### src/rtl/aes_result_scanner.sv
// Captures a 128-bit AES result and presents its bytes MSB-first on byteOut,
// holding each byte for DWELL cycles so the display path can show the whole block.
module aes_result_scanner #(
    parameter int unsigned DWELL = 4,
    parameter int unsigned LOOP  = 0
) (
    input  logic         clk,
    input  logic         rst,
    input  logic         load,
    input  logic [127:0] dataIn,
    input  logic         hold,
    input  logic         abort,
    output logic [7:0]   byteOut,
    output logic [3:0]   byteIndex,
    output logic         busy,
    output logic         done
);

    localparam int unsigned DW = (DWELL > 1) ? $clog2(DWELL) : 1;
    localparam logic [DW-1:0] DwellLast = DW'(DWELL - 1);

    typedef enum logic [0:0] {StIdle, StScan} state_e;

    state_e        state_q, state_d;
    logic [127:0]  data_q, data_d;
    logic [DW-1:0] dwell_q, dwell_d;
    logic [3:0]    idx_q, idx_d;
    logic [7:0]    byte_q, byte_d;
    logic          busy_q, busy_d;
    logic          done_q, done_d;
    logic [3:0]    idx_inc;
    logic [127:0]  next_sh;

    // Shifting the captured block left puts the following byte in the top lane.
    assign idx_inc = idx_q + 4'd1;
    assign next_sh = data_q << {idx_inc, 3'b000};

    always_comb begin
        state_d = state_q;
        data_d  = data_q;
        dwell_d = dwell_q;
        idx_d   = idx_q;
        byte_d  = byte_q;
        busy_d  = busy_q;
        done_d  = 1'b0;

        if (abort) begin
            state_d = StIdle;
            dwell_d = '0;
            idx_d   = 4'd0;
            byte_d  = 8'h00;
            busy_d  = 1'b0;
        end else begin
            unique case (state_q)
                StIdle: begin
                    if (load) begin
                        state_d = StScan;
                        data_d  = dataIn;
                        dwell_d = '0;
                        idx_d   = 4'd0;
                        byte_d  = dataIn[127:120];
                        busy_d  = 1'b1;
                    end
                end
                StScan: begin
                    if (!hold) begin
                        if (dwell_q != DwellLast) begin
                            dwell_d = dwell_q + DW'(1);
                        end else if (idx_q != 4'd15) begin
                            dwell_d = '0;
                            idx_d   = idx_inc;
                            byte_d  = next_sh[127:120];
                        end else if (LOOP != 0) begin
                            dwell_d = '0;
                            idx_d   = 4'd0;
                            byte_d  = data_q[127:120];
                        end else begin
                            state_d = StIdle;
                            dwell_d = '0;
                            idx_d   = 4'd0;
                            byte_d  = 8'h00;
                            busy_d  = 1'b0;
                            done_d  = 1'b1;
                        end
                    end
                end
                default: state_d = StIdle;
            endcase
        end
    end

    always_ff @(posedge clk or posedge rst) begin
        if (rst) begin
            state_q <= StIdle;
            data_q  <= '0;
            dwell_q <= '0;
            idx_q   <= 4'd0;
            byte_q  <= 8'h00;
            busy_q  <= 1'b0;
            done_q  <= 1'b0;
        end else begin
            state_q <= state_d;
            data_q  <= data_d;
            dwell_q <= dwell_d;
            idx_q   <= idx_d;
            byte_q  <= byte_d;
            busy_q  <= busy_d;
            done_q  <= done_d;
        end
    end

    assign byteOut   = byte_q;
    assign byteIndex = idx_q;
    assign busy      = busy_q;
    assign done      = done_q;

endmodule
### config.mk
export PLATFORM = sky130hd
export DESIGN_NAME = aes_result_scanner
export DESIGN_NICKNAME = d
export VERILOG_FILES = /design/src/rtl/aes_result_scanner.sv
export SDC_FILE = /design/constraint.sdc
export NUM_CORES = 1
export LEC_CHECK = 0
export BUFFER_PORTS_ARGS = -buffer_cell sky130_fd_sc_hd__buf_4
export CORE_MARGIN = 1
export CORE_UTILIZATION = 56
export DETAILED_ROUTE_END_ITERATION = 16
export PLACE_DENSITY = 0.92
export SYNTH_ARGS = -nofsm -noshare
export SYNTH_HDL_FRONTEND = slang
export SYNTH_SLANG_ARGS = --single-unit
### constraint.sdc
create_clock -name clk -period 8.48 [get_ports clk]
set_input_delay 0.424 -clock clk [delete_from_list [all_inputs] [get_ports clk]]
set_output_delay 0.424 -clock clk [all_outputs]
set_load 0.005 [all_outputs]
Word level (Yosys, flattened, before mapping)
Cells that the tools add are included.

operators by class
  add/sub/neg operators = 2
  eq/ne operators = 6
  shift operators = 1
  muxes and demuxes = 34
  bitwise operators = 2
  reduce and logical (&&, ||, !) cells = 4

operators by type and width
  operator               number
  $shl A128 B7 Y128      1
  $mux W8                5
  $mux W4                5
  $pmux W8 S2            1
  $mux W1                15
  $ne A3 B3 Y1 const B   4
  $mux W2                4
  $pmux W4 S2            1
  $reduce_and A3 Y1      2
  $add A4 B1 Y4 const B  1
  $ne A4 B4 Y1 const B   1
  $pmux W1 S2            2
  $pmux W2 S2            1
  $reduce_and A4 Y1      1
  $add A2 B1 Y2 const B  1
  $ne A2 B2 Y1 const B   1
  $not A1 Y1             2
  $reduce_and A2 Y1      1

storage, ports and cells
  flip-flop bits (word level) = 145
  bits of input ports = 133

Logic depth before layout (Yosys ltp)
  depth in word-level cells = 7
  mapped depth = 8
  mapped depth without buffers = 6

Worst setup path before layout
OpenSTA, ideal clock, no wires.

  kind = reg2reg
  start = register idx_q[0] (netlist: byteIndex[0])
  end = register byte_q[2] (netlist: byteOut[2])
  data arrival time = 1,924 ps
  data required time = 8,339 ps
  path slack = 6,415 ps
  cell stages (with the launch flop) = 7
  clock period less this slack = 2,065 ps
  cell sequence = dfrtp_1 > ha_1 > buf_2 > buf_4 > mux4_2 > mux2i_1 > o2111ai_1

on the way
  longest elaborated chain between the ends = 7
  elaborated cells between the ends (all ways) = 8

RTL lines
  element                   line  RTL
  start: declaration        27    logic [3:0] idx_q, idx_d;
  start signal: assignment  105   idx_q <= idx_d;
  $add A4 B1 Y4             35    assign idx_inc = idx_q + 4'd1;
  $shl A128 B7 Y128         36    assign next_sh = data_q << {idx_inc, 3'b000};
  $mux W8 (*)               69    end else if (idx_q != 4'd15) begin
  $mux W8 (*)               67    if (dwell_q != DwellLast) begin
  $mux W8 (*)               66    if (!hold) begin
  $pmux W8 S2 (*)           54    unique case (state_q)
  $mux W8 (*)               47    if (abort) begin
  end signal: assignment    106   byte_q <= byte_d;
  end: declaration          28    logic [7:0] byte_q, byte_d;

Mark *: on every way between the ends. The rest lies on a longest branch, timed or not. The select of a mux whose other input is x is not followed.
A chain may end at the register's enable or synchronous reset.

Final worst setup path
  start = register idx_q[0] (netlist: byteIndex[0])
  end = register byte_q[5] (netlist: byteOut[5])

Same word-level chain as after synthesis.

==> reports/metrics.yaml <==
status:
  outcome: "finished, final reports clean"
sta:
  worst_slew_pin_slew_ps: 1220
  maxSlewViolCount: 0
  fin_crit_sh: 0.391
  period_minus_slack_ps: 3320
  relSlewSlack: 0.185
  layout_setup_ws_ps: 5160
  finalSetupTns_ps: 0
  hold_violations: 0
  rsz0062_at_grt: "no"
  fin_skew_ps: 12.5
  clock.fmax_ghz: 0.302
  setup_viol: 0
setup_path:
  cp_max_fo: 37
  cp.arrival_ps: 3600
  crit_type: "reg2reg"
  rrSetupSlack_ps: 5160
  critPathRequiredTime_ps: 8770
  cp-startpoint: "byteIndex[0]"
  critPathLaunchType: "register"
  worst_setup_path_end_kind: "register"
  r2r-end: "byteOut[5]"
  endpoint: "byteOut[5]"
  reg2reg_from: "byteIndex[0]"
  r2r_cells: 5
power:
  swShare: 0.284
  power.internal_uw: 1410
  powerDensity_nw_per_um2: 236
  combPwrFrac: 0.163
  power.total_uw: 1960
  p_leak_uw: 0.00442
  switching_power_uw: 557
  clkPwrFrac: 0.376
  p_seq_frac: 0.461
  peakVddDrop_mv: 0.164
global_route:
  grt_use_total: 0.300
  grt_pass1_vias: 5731
  gr-usage-met2: 0.482
  use_met1: 0.388
  top_usage_layer: "met2"
  grt_max_degree: 131
  overflow: 0
  antenna_found_initial: 0
  met3_usage: 0.0692
  grt_first_pass_wirelength_mm: 28.4
cts:
  cts_setup_buffers: 0
  htreeDepth: 4
  clockBufferDepth: 2
  cts_root_buf: "clkbuf_16"
  cts_tree: "built"
  holdBufCountCts: 0
  clkTransAtPathRegs_ps: 60
  cts_buffers: 17
  worstSkewPairLatency_ps: 430
  ctsResizeCount: 0
  cts_sinks: 145
drt:
  drc_errors: 0
  vias: 5726
  drtAntennaViolNets: 0
  post_drt_via_cell_ratio: 5.56
  drt_wl_total_mm: 17.4
  first_iter_violations: 601
  drt-pass1-iter-count: 7
  wl_per_cell_um: 16.9
placed_design:
  dp_slack_ps: 5320
  post_dp_cell_area_um2: 7740
  port_buffers: 146
  dp_hpwl_mm: 11.8
  place.gp.congestion: 0.836
synth:
  synth_compound_area_frac: 0.0356
  synth_top_family_by_area: "simple AND/OR/NAND/NOR gates"
  muxShareOfSynthArea: 0.0851
  yosys.cell_types.count: 35
  yosys.area.top_type: "dfrtp_1"
  syn-cell-area_um2: 6600
  synth.avg_cell_area_um2: 8.86
  synth-xor-area-share: 0.00683
  yosysWarningCount: 0
  syn-num-nets: 880
  async_flop_share: 1.00
  synth_seq_cells: 145
  synth_adder_area_share: 0.00379
  syn_inst: 745
  synth_top_area_frac: 0.550
  synthFlopType: "dfrtp_1"
  synth_edf_count: 0
  synth-seq-area-share: 0.550
  synth-simple-area-share: 0.289
  synthTopCellsByArea: "dfrtp_1 55%, nand2_1 25%, mux4_2 5.5%"
floorplan:
  num_rows: 39
  io_pins: 147
  core_um2: 11500
  die_w_um: 111
  dieArea_um2: 12200
  start_util: 0.575
  die_y_um: 111
finish:
  area_growth_pct: 26.1
  fillerInstances: 796
  final_nets: 1008
  antenna_cells: 0
  layout-drive-gt1-share: 0.230
  final_cell_mix: "437 x nand2_1, 150 x buf_4, 145 x dfrtp_1"
  final_common_cell: "nand2_1"
  final_area_um2: 8320
min_path:
  hp-class: "in2async"
run:
  drv_cap: 0
[state kept, by name, indices dropped and copies added, names as in the netlist]
signal	flops
dwell_q	2
byteOut	8
busy	1
done	1
byteIndex	4
state_q	1
data_q	128
[metal layers]
| layer | vias to the layer above | share of wire | routed length, µm |
|---|---|---|---|
| met2 | 288 | 0.49 | 8610 |
| met4 | 0 | 0.040 | 689 |
| met5 | - | 0 | 0 |
| li1 | 2644 | - | - |
| met1 | 2730 | 0.40 | 6920 |
| met3 | 64 | 0.070 | 1210 |
[critical path, cell delays in order, from the launching register on]
cell and delay, ps:
dfrtp_1 860, ha_1 500, xor2_4 830, mux4_2 640, mux2i_1 230, o2111ai_2 120
[cells by family (layout without fill, tap and decap cells)]
group / count (synthesis) / in the layout
AND/OR/NAND/NOR: 484 / 484
flip-flops: 145 / 145
buffers and inverters: 44 / 185
multiplexers: 36 / 36
AO/OA/AOI/OAI: 31 / 31
XOR/XNOR: 3 / 3
adder cells (fa/ha/maj): 2 / 2
[worst min-delay path by stage]
stage | startpoint | endpoint | cells past startpoint
after detailed placement | data_q[82] | data_q[82] | 2
after global routing | rst | data_q[38] | 2
after global placement | data_q[77] | data_q[77] | 2
after CTS | rst | data_q[38] | 2
final | rst | data_q[12] | 2
after floorplan | data_q[117] | data_q[117] | 2
[synthesized netlist by cell type, types with 3 or more instances]
cell type	number
nand2_1	438
dfrtp_1	145
clkbuf_1	29
mux2i_1	19
mux4_2	16
nand3_1	16
a22oi_1	9
nor2_1	9
o21ai_0	7
nand4b_1	6
buf_2	5
nor2b_1	5
o2111ai_1	5
a31oi_1	4
buf_1	3
inv_1	3
nand2b_1	3
[layout make-up]
cell class,instances,area (µm²),share of cell area
Clock buffer,20,447,0.0537
Inverter,3,16.3,0.00195
Clock inverter,12,133,0.0159
Timing Repair Buffer,150,1130,0.135
Sequential cell,145,3630,0.436
Multi-Input combinational cell,556,2790,0.336
Tap cell,143,179,0.0215
[stage by stage]
step | utilization | hold slack (ps) | instances
final | 0.726 | 50.2 | 1029
after detailed placement | 0.675 | 460 | 997
after global routing | 0.726 | 97.0 | 1029
after floorplan | - | 440 | 745
after global placement | 0.675 | 453 | 997
after CTS | 0.726 | 64.4 | 1029
[power by group through the flow]
stage	Sequential [µW]	Clock [µW]	Combinational (µW)
3_3_place_gp	907	0	299
2_1_floorplan	874	0	208
4_1_cts	901	740	322
3_5_place_dp	909	0	314
5_1_grt	915	770	360
6_report	905	738	321
Power figures use the tool's default switching activity.
